--- config.mk ---
export PLATFORM = sky130hd
export DESIGN_NAME = intr_ctrl
export DESIGN_NICKNAME = d
export VERILOG_FILES = /design/src/rtl/intr_ctrl.sv
export SDC_FILE = /design/constraint.sdc
export NUM_CORES = 1
export LEC_CHECK = 0
export BUFFER_PORTS_ARGS = -buffer_cell sky130_fd_sc_hd__buf_2
export CORE_MARGIN = 5
export CORE_UTILIZATION = 48
export CTS_BUF_LIST = sky130_fd_sc_hd__clkbuf_16
export DETAILED_ROUTE_END_ITERATION = 7
export GPL_TIMING_DRIVEN = 0
export PLACE_DENSITY_LB_ADDON = 0.15
export SLEW_MARGIN = 5
export SYNTH_ARGS = -nofsm -noshare
export SYNTH_HDL_FRONTEND = slang
export SYNTH_SLANG_ARGS = --single-unit
export TNS_END_PERCENT = 1
--- constraint.sdc ---
create_clock -name clk -period 1.8 [get_ports clk]
set_input_delay 0.27 -clock clk [delete_from_list [all_inputs] [get_ports clk]]
set_output_delay 0.27 -clock clk [all_outputs]
set_load 0.005 [all_outputs]
--- src/rtl/intr_ctrl.sv ---
// intr_ctrl: edge-detecting interrupt controller with per-source pending
// bits, a software mask, fixed lowest-index-wins priority and a single
// in-flight request/take/ack handshake towards the cpu.
module intr_ctrl #(
    parameter int N_SRC = 4,
    parameter int ID_W  = 2
) (
    input  logic             clk,
    input  logic             reset,
    input  logic [N_SRC-1:0] src_irq,
    input  logic             intr_en,
    input  logic             mask_we,
    input  logic [N_SRC-1:0] mask_wdata,
    input  logic             take,
    input  logic             ack,
    output logic             intr,
    output logic [ID_W-1:0]  intr_id,
    output logic [N_SRC-1:0] pending,
    output logic [N_SRC-1:0] mask,
    output logic [N_SRC-1:0] lost,
    output logic             busy
);

    localparam logic [1:0] ST_IDLE    = 2'd0;
    localparam logic [1:0] ST_REQ     = 2'd1;
    localparam logic [1:0] ST_SERVICE = 2'd2;

    logic [N_SRC-1:0] src_q_r;
    logic [N_SRC-1:0] pending_r;
    logic [N_SRC-1:0] mask_r;
    logic [N_SRC-1:0] lost_r;
    logic [1:0]       state_r;
    logic [ID_W-1:0]  intr_id_r;
    logic             intr_r;
    logic             busy_r;

    logic [N_SRC-1:0] event_s;
    logic [N_SRC-1:0] eligible_s;
    logic [N_SRC-1:0] clr_s;
    logic             take_hit_s;
    logic             any_s;
    logic [ID_W-1:0]  win_id_s;
    logic [1:0]       state_nxt_s;
    logic [ID_W-1:0]  id_nxt_s;

    // A rising edge is one event; a held level produces nothing further.
    assign event_s    = src_irq & ~src_q_r;
    assign eligible_s = pending_r & mask_r;
    assign any_s      = |eligible_s;
    assign take_hit_s = (state_r == ST_REQ) && take;

    // Decode which pending bit the accepted offer retires this cycle.
    always_comb begin
        clr_s = {N_SRC{1'b0}};
        for (int i = 0; i < N_SRC; i++) begin
            if (take_hit_s && (intr_id_r == ID_W'(i))) begin
                clr_s[i] = 1'b1;
            end else begin
                clr_s[i] = 1'b0;
            end
        end
    end

    // Fixed priority: scan from the top so the lowest eligible index wins.
    always_comb begin
        win_id_s = {ID_W{1'b0}};
        for (int i = N_SRC - 1; i >= 0; i--) begin
            if (eligible_s[i]) begin
                win_id_s = ID_W'(i);
            end else begin
                win_id_s = win_id_s;
            end
        end
    end

    // Handshake sequencing: offer, then in-service until ack; no nesting.
    always_comb begin
        state_nxt_s = state_r;
        id_nxt_s    = intr_id_r;
        case (state_r)
            ST_IDLE: begin
                if (intr_en && any_s) begin
                    state_nxt_s = ST_REQ;
                    id_nxt_s    = win_id_s;
                end else begin
                    state_nxt_s = ST_IDLE;
                end
            end
            ST_REQ: begin
                // take beats a simultaneous withdrawal; no preemption here.
                if (take) begin
                    state_nxt_s = ST_SERVICE;
                end else if (!intr_en) begin
                    state_nxt_s = ST_IDLE;
                end else begin
                    state_nxt_s = ST_REQ;
                end
            end
            ST_SERVICE: begin
                if (ack) begin
                    state_nxt_s = ST_IDLE;
                end else begin
                    state_nxt_s = ST_SERVICE;
                end
            end
            default: begin
                state_nxt_s = ST_IDLE;
                id_nxt_s    = {ID_W{1'b0}};
            end
        endcase
    end

    // Source sampling, pending/lost bookkeeping and the mask register.
    always_ff @(posedge clk or negedge reset) begin
        if (!reset) begin
            src_q_r   <= {N_SRC{1'b0}};
            pending_r <= {N_SRC{1'b0}};
            lost_r    <= {N_SRC{1'b0}};
            mask_r    <= {N_SRC{1'b1}};
        end else begin
            src_q_r   <= src_irq;
            // A new event on a bit being retired re-arms it and is not lost.
            pending_r <= (pending_r & ~clr_s) | event_s;
            lost_r    <= lost_r | (event_s & pending_r & ~clr_s);
            if (mask_we) begin
                mask_r <= mask_wdata;
            end else begin
                mask_r <= mask_r;
            end
        end
    end

    // FSM state and registered cpu-facing outputs derived from next state.
    always_ff @(posedge clk or negedge reset) begin
        if (!reset) begin
            state_r   <= ST_IDLE;
            intr_id_r <= {ID_W{1'b0}};
            intr_r    <= 1'b0;
            busy_r    <= 1'b0;
        end else begin
            state_r   <= state_nxt_s;
            intr_id_r <= id_nxt_s;
            intr_r    <= (state_nxt_s == ST_REQ);
            busy_r    <= (state_nxt_s != ST_IDLE);
        end
    end

    assign intr    = intr_r;
    assign intr_id = intr_id_r;
    assign pending = pending_r;
    assign mask    = mask_r;
    assign lost    = lost_r;
    assign busy    = busy_r;

endmodule
# After elaboration in Yosys (flattened, before gate mapping)
# Index checks and enable logic that the tools add are counted.
# Widths: inputs -> output; s select.
[word_totals]
regBits = 22
inputBits = 14
word_cells = 52
[op_classes]
bitwise = 10
eq_ne = 7
reduce_logical = 12
mux = 15
[op_table]
columns = ["op", "n"]
rows = [
  ["$and 4x4->4", 5],
  ["$mux 2", 7],
  ["$not 4->4", 2],
  ["$or 4x4->4", 2],
  ["$eq 2x1->1 const B", 3],
  ["$eq 2x2->1 const B", 3],
  ["$logic_and 1x1->1", 6],
  ["$mux 1", 6],
  ["$pmux 2 s3", 1],
  ["$logic_not 2->1", 2],
  ["$pmux 2 s2", 1],
  ["$reduce_or 4->1", 1],
  ["$ne 2x2->1 const B", 1],
  ["$reduce_and 2->1", 1],
  ["$reduce_bool 2->1", 1],
  ["$reduce_or 2->1", 1],
  ["$not 1->1", 1],
]

# Depth between registers and ports, before layout
# Gate-level depths: netlist (run 1).
[depth]
depth_word = 7
depth_mapped = 6
ltp_nobuf = 6

# Least setup slack after synthesis (run 1)
# OpenSTA, ideal clock, no wires.
[synth_path]
path_type = "register -> register"
startpoint = "reg state_r[0]"
endpoint = "reg intr_id_r[1] (netlist: intr_id[1])"
setup_slack_ns = 0.543
stages_incl_launch_ff = 7
t_arrival_ns = 1.180
path_buffers = 0
cell_sequence = "dfrtp_1 -> inv_1 -> ha_1 -> nand2b_1 -> nor3b_1 -> a21oi_1 -> o21ai_1"
[synth_between]
elab_chain_cells = 4
word_cells_on_any_way = 8
cone_classes = "eq/ne: 3; mux: 1; bitwise: 1; reduce/logical: 3"
[synth_lines]
columns = ["item", "line", "rtl"]
rows = [
  ["start, declared", "32", "logic [1:0] state_r;"],
  ["start signal, assigned", "141", "state_r <= state_nxt_s;"],
  ["$eq 2x1->1 or $eq 2x2->1 (tied branches)", "80", "case (state_r)"],
  ["$reduce_or 2->1 (no source line)", "-", ""],
  ["$not 1->1 (no source line)", "-", ""],
  ["$reduce_and 2->1 (no source line)", "-", ""],
  ["end signal, assigned", "137", "intr_id_r <= {ID_W{1'b0}};"],
  ["end signal, assigned", "142", "intr_id_r <= id_nxt_s;"],
  ["end, declared", "33", "logic [ID_W-1:0] intr_id_r;"],
]
# Several ways; a longest one is shown, not always the timed one.
# A chain may end at the register's enable or synchronous reset.

# Worst setup path in the final report (run 1)
# Ends and elaborated chain as after synthesis.

==> results of run 1 <==
[what timing repair did]
item / CTS / global route
hold endpoints to repair: 18 / 0
setup endpoints to repair: 0 / 0
hold buffers: 1 / 0
[state kept, by name, indices dropped and copies added (netlist names)]
register  flops
busy          1
pending       4
intr          1
src_q_r       4
mask          4
lost          4
state_r       2
intr_id       2
[per-stage QoR]
step | hold slack (ns) | util [%]
after detailed placement | 0.2623 | 58.62
after global routing | 0.1374 | 63.29
after global placement | 0.2496 | 58.62
after CTS | 0.1373 | 63.29
final | 0.1392 | 63.29
after floorplan | -0.02559 | -
[cell type report]
type	instances	area share [%]
well taps	27	2.807
clock inverters	1	0.3119
multi-input cells	50	30.35
clock buffers	3	6.237
flip-flops and latches	22	46.15
repair buffers	30	12.89
inverters	4	1.247
[cell usage in the layout, fill, tap and decap left out, types with 2 or more instances in the layout]
cell and n:
o21ai_1 2, clkbuf_16 3, dfrtp_1 18, inv_1 5, dfstp_2 4, o31ai_1 2
mux2_2 4, o21ai_0 4, ha_1 4, nand2b_1 7, o21bai_1 4, a21oi_1 3
nand2_1 9, buf_2 29
[worst max-delay path by stage]
stage	start	to	slack [ns]	depth (start not counted)
2_1_floorplan	state_r[0]	intr_id[1]	0.54	6
3_3_place_gp	state_r[0]	intr_id[1]	0.43	6
3_5_place_dp	state_r[0]	intr_id[1]	0.39	6
4_1_cts	state_r[0]	intr_id[1]	0.30	6
5_1_grt	state_r[0]	intr_id[1]	0.24	6
6_report	state_r[0]	intr_id[1]	0.31	6
[synth_stat cells (2+ instances only)]
cell type	n
a21oi_1	3
dfrtp_1	18
dfstp_2	4
ha_1	4
inv_1	4
mux2_2	4
nand2_1	9
nand2b_1	7
o21ai_0	4
o21ai_1	2
o21bai_1	4
o31ai_1	2
[power by group through the flow]
stage          Sequential, mW  Clock [mW]  Combinational [mW]
2_1_floorplan           0.672           0               0.248
3_3_place_gp            0.677           0               0.386
3_5_place_dp            0.683           0               0.400
4_1_cts                 0.674       0.467               0.406
5_1_grt                 0.683       0.495               0.439
6_report                0.673       0.457               0.398
[cells by family after synthesis]
kind of cell             synth area share, %
buffers and inverters                  1.604
AO/OA/AOI/OAI                          17.25
adder cells (fa/ha/maj)                5.348
AND/OR/NAND/NOR                        11.63
multiplexers                           4.812
flip-flops                             59.36
[layer usage]
metal	GRT usage (%)	vias up
met1	15.44	325
met5	0	-
met3	2.770	2
li1	-	337
met2	23.31	21
met4	7.469	0
==> qor.txt, run 1 <==
Area grow syn2layout - 28.61%
Status - complete, no violations
Seq/Total Area, Yosys - 59.36%
Nets@finish - 129
DRC Markers - 0
Yosys warning count - 0
CP Cell Sequence - inv_1 -> ha_1 -> nand2b_1 -> nor3b_1 -> a21oi_1 -> o21ai_1
CP Max Fanout - 3
Via count - 685
CTS tree - yes
Hold EP - src_q_r[0]
Switch share - 29.52%
DR WL/cell - 13.11 um
Total routed wirelength - 1796 um
Pin count of the biggest net entering global routing - 23
Critical Path End Type - flop
PortBufs - 29
DP Cell Count - 132
Delay-heaviest family, CP - simple AND/OR/NAND/NOR gates
Grt ovf - 0
# setup viols final - 0
CP max stage delay - 0.40 ns
Max_cap viols - 0
Cell Area, Synth - 935.9 um2
DR top layer - met4
Pins Over Slew Limit - 0
R2r setup slk - 0.31 ns
Worst Path Buf+Inv - 1
CTS Buf Count - 3
Clk slew on worst S/H paths - 0.06 ns
Worst Path Required - 1.98 ns
Place WS - 0.3950 ns
DRT Pass-1 Iters - 4
Vias in the first global route - 675
Yosys reg bits - 22
Startpoint Class - flop
Starting density of the core - 49.21%
Final Wtd Congestion - 0.7958
Die Y - 54.16 um
Sequential Power Share - 44.0%
P_leak - 0.5432 nW
PD cells - 1269 mW/mm2
Horiz. Die Dim - 54.16 um
Hold depth - 1
Worst-skew pair later-pin latency - 0.25 ns
Post-Syn Instances - 76
Area of the multi-input gates - 365.4 um2
Vias per Instance - 5.000
Synth async-reset ratio - 100.0%
Switching power of the nets - 451.0 uW
Die ar. - 0.002933 mm2
HPWL after DPL - 1414 um
Post-CTS Setup Bufs - 0
Reg2Reg Launch Point - state_r[0]
EDFF count, synth - 0
Clock network fraction of total power - 29.9%
Period minus WS final - 1.493 ns
Post-synth top area share - 48.13%
Iter 0 DRT Violations - 5
# diodes - 0
CTS root buf - clkbuf_16
Sequential cell area - 555.5 um2
Final worst slack - 0.3066 ns
Met2 WL post-DR - 912 um
Critical-path top delay cell - dfrtp_1
Critical path class - reg -> reg
Number of nets with antenna violations after routing - 0
Highest clock rate - 0.6696 GHz
Number of gates resized after CTS - 0
Main synth FF type - dfrtp_1
Pin slew with the least headroom to its limit - 0.4761 ns
Worst EP arrival - 1.67 ns
I/O Pins - 30
H-tree depth - 1
Pwr Total - 1.528 mW
Layout Skew - 0.005770 ns
Syn Area/Cell - 12.31 um2
RSZ-0062 raised after global routing - no
Row count - 16
Hold Violations, Final - 0
Sink Count - 22
Max IR drop VDD - 0.7445 mV
Core box area - 0.001902 mm2
Worst reg2reg path endpoint - intr_id[1]
Rel. slew slack - 68.26%
Met1 Wirelength - 770 um
Synth cell types - 23
GRT Util Overall - 13.53%
Finished Layout Cells - 137
Cell-internal power - 1.077 mW
First-pass GRT wire length - 2787 um
DP Area - 0.001115 mm2
Layout cells sized above 1 - 39.09%
Hold crit path type - in -> reg
Metal3 WL - 103 um
Max clock buf depth - 2
Post-Syn Nets - 94
Initial antenna violation count - 0
Power share of the combinational group - 26.1%
Final Cycle Share - 82.96%
Worst r2r path cells - 6
Yosys top cell by area - dfrtp_1
Final Instance Area - 0.001204 mm2
Top cells by area, synth - dfrtp_1, dfstp_2, ha_1
FILL cells - 157
Worst Hold Launch - src_irq[0]
Fin Setup TNS - 0 ns
Note: power is estimated with default switching activity, not from simulation.
==> run 2: changes to the inputs <==
--- a/config.mk
+++ b/config.mk
@@ -5,6 +5,7 @@
 export SDC_FILE = /design/constraint.sdc
 export NUM_CORES = 1
 export LEC_CHECK = 0
+export ABC_AREA = 1
 export BUFFER_PORTS_ARGS = -buffer_cell sky130_fd_sc_hd__buf_2
 export CORE_MARGIN = 5
 export CORE_UTILIZATION = 48
==> constraint.sdc (replaced) <==
create_clock -name clk -period 1.5 [get_ports clk]
set_input_delay 0.225 -clock clk [delete_from_list [all_inputs] [get_ports clk]]
set_output_delay 0.225 -clock clk [all_outputs]
set_load 0.005 [all_outputs]
==> qor.txt, run 2 <==
Status - complete, no violations (unchanged)
Cell Area, Synth - 947.2 um2 (was 935.9 um2)
Die Y - 54.42 um (was 54.16 um)
CTS root buf - clkbuf_16 (unchanged)
Core box area - 0.001922 mm2 (was 0.001902 mm2)
Hold crit path type - in -> reg (unchanged)
Post-CTS Setup Bufs - 0 (unchanged)
Via count - 712 (was 685)
CP startpoint - state_r[1] (was state_r[0])
Main synth FF type - dfrtp_1 (unchanged)
First-pass GRT wire length - 3084 um (was 2787 um)
Most frequent cell after synthesis - nand2_1 (was dfrtp_1)
Hold Violations, Final - 0 (unchanged)
GRT Util Overall - 14.87% (was 13.53%)
Finished Layout Cells - 152 (was 137)
Final worst slack - 0.1987 ns (was 0.3066 ns)
Yosys warning count - 0 (unchanged)
Pin slew with the least headroom to its limit - 0.4716 ns (was 0.4761 ns)
DP Cell Count - 147 (was 132)
Final Wtd Congestion - 0.8002 (was 0.7958)
Metal3 WL - 116 um (was 103 um)
Delay-heaviest family, CP - compound AO/OA/AOI/OAI gates (was simple AND/OR/NAND/NOR gates)
CP max stage delay - 0.39 ns (was 0.40 ns)
HPWL after DPL - 1365 um (was 1414 um)
Synth cell types - 16 (was 23)
FILL cells - 166 (was 157)
H-tree depth - 1 (unchanged)
Post-Syn Nets - 109 (was 94)
Worst-skew pair later-pin latency - 0.25 ns (about the same)
Reg2Reg Launch Point - state_r[1] (was state_r[0])
Critical Path End Type - flop (unchanged)
Top cells by area, synth - dfrtp_1, dfstp_2, nand2_1 (was dfrtp_1, dfstp_2, ha_1)
CP Cell Sequence - inv_1 -> ha_1 -> nand2_2 -> o31ai_1 -> o21bai_1 (was inv_1 -> ha_1 -> nand2b_1 -> nor3b_1 -> a21oi_1 -> o21ai_1)
Initial antenna violation count - 0 (unchanged)
Horiz. Die Dim - 54.42 um (was 54.16 um)
Iter 0 DRT Violations - 14 (was 5)
Layout cells sized above 1 - 39.20% (was 39.09%)
Max IR drop VDD - 0.9539 mV (was 0.7445 mV)
Sink Count - 22 (unchanged)
DRC Markers - 0 (unchanged)
# setup viols final - 0 (unchanged)
Yosys top cell by area - dfrtp_1 (unchanged)
Post-Syn Instances - 91 (was 76)
Startpoint Class - flop (unchanged)
Commonest non-fill, non-tap cells in the layout - buf_2, nand2_1, dfrtp_1 (was buf_2, dfrtp_1, nand2_1)
CP Max Fanout - 5 (was 3)
Post-synth top area share - 47.56% (was 48.13%)
DR WL/cell - 11.74 um (was 13.11 um)
Seq/Total Area, Yosys - 58.65% (was 59.36%)
Worst Path Buf+Inv - 1 (unchanged)
CTS tree - yes (unchanged)
Critical-path top delay cell - dfrtp_1 (unchanged)
Vias in the first global route - 704 (was 675)
EDFF count, synth - 0 (unchanged)
Vias per Instance - 4.684 (was 5.000)
Max_cap viols - 0 (unchanged)
Row count - 16 (unchanged)
RSZ-0062 raised after global routing - no (unchanged)
Worst Hold Launch - src_irq[2] (was src_irq[0])
DR top layer - met4 (unchanged)
Total routed wirelength - 1784 um (was 1796 um)
Minimum hold slack - 0.09388 ns (was 0.1392 ns)
DRT Pass-1 Iters - 4 (unchanged)
Commonest non-fill, non-tap cell in the layout - buf_2 (unchanged)
Yosys reg bits - 22 (unchanged)
Synth top cells by count - nand2_1, dfrtp_1, inv_1 (was dfrtp_1, nand2_1, nand2b_1)
Synth async-reset ratio - 100.0% (unchanged)
Grt ovf - 0 (unchanged)
Fin Setup TNS - 0 ns (unchanged)
Layout Skew - 0.001500 ns (was 0.005770 ns)
Clk slew on worst S/H paths - 0.05 ns (was 0.06 ns)
Highest clock rate - 0.7685 GHz (was 0.6696 GHz)
Met2 WL post-DR - 923 um (was 912 um)
Die ar. - 0.002962 mm2 (was 0.002933 mm2)
# diodes - 0 (unchanged)
Pin count of the biggest net entering global routing - 23 (unchanged)
PD cells - 1533 mW/mm2 (was 1269 mW/mm2)
Syn Area/Cell - 10.41 um2 (was 12.31 um2)
Nets@finish - 144 (was 129)
Period minus WS final - 1.301 ns (was 1.493 ns)
Critical path class - reg -> reg (unchanged)
Worst EP arrival - 1.42 ns (was 1.67 ns)
I/O Pins - 30 (unchanged)
Starting density of the core - 49.28% (was 49.21%)
Place WS - 0.2138 ns (was 0.3950 ns)
CTS Buf Count - 3 (unchanged)
Worst Path Required - 1.62 ns (was 1.98 ns)
Area grow syn2layout - 28.27% (was 28.61%)
Max clock buf depth - 2 (unchanged)
PortBufs - 29 (unchanged)
Rel. slew slack - 68.56% (was 68.26%)
Met1 Wirelength - 734 um (was 770 um)
Final Cycle Share - 86.75% (was 82.96%)
P_leak - 0.6125 nW (was 0.5432 nW)
Number of nets with antenna violations after routing - 0 (unchanged)
Pins Over Slew Limit - 0 (unchanged)
Pwr Total - 1.862 mW (was 1.528 mW)
-- run 2: final timing paths --
kind,slack (ns),endpoint,depth (start not counted)
worst max-delay path,0.20,lost[0],5
worst max register to register,0.20,lost[0],5
worst min-delay path,0.09,src_q_r[2],1
max in group asynchronous,0.68,mask[3],2
worst min register to register,0.48,lost[3],1
min in group asynchronous,0.46,src_q_r[2],2
-- run 2: cell families after synthesis --
family                     after synthesis  share of synthesized area [%]
DFF                                     22                          58.65
AOI/OAI and AO/OA                       11                          8.190
adders and majority gates                4                          5.284
buffers and inverters                   15                          5.944
muxes                                    4                          4.755
and+or+nand+nor                         35                          17.17
-- run 2: power by group --
group / internal, mW / total (mW) / switching, mW
registers: 0.710 / 0.791 / 0.0813
clock network: 0.354 / 0.542 / 0.188
logic: 0.216 / 0.529 / 0.313
-- run 2: through the flow --
step                utilization (%)  instance area (um2)
floorplan                         -                947.2
global placement              58.59                 1126
detailed placement            58.59                 1126
CTS                           63.22                 1215
global route                  63.22                 1215
finish                        63.22                 1215
-- run 2: cell type report --
class / instances / area (um2) / area share [%]
sequential: 22 / 555.5 / 45.73
timing repair buffer: 30 / 155.1 / 12.77
clock buffer: 3 / 75.07 / 6.179
multi-input combinational: 54 / 335.3 / 27.60
tap: 27 / 33.78 / 2.781
inverter: 15 / 56.30 / 4.634
clock inverter: 1 / 3.754 / 0.3090
-- run 2: repair_timing --
action	in CTS	in global routing
gates resized for setup	0	0
hold endpoints to repair	18	0
hold buffers	1	0
-- run 2: routing by layer --
metal / vias to the layer above / GRT usage (%)
li1: 357 / -
met1: 332 / 18.07
met2: 21 / 24.70
met3: 2 / 4.905
met4: 0 / 4.979
met5: - / 0
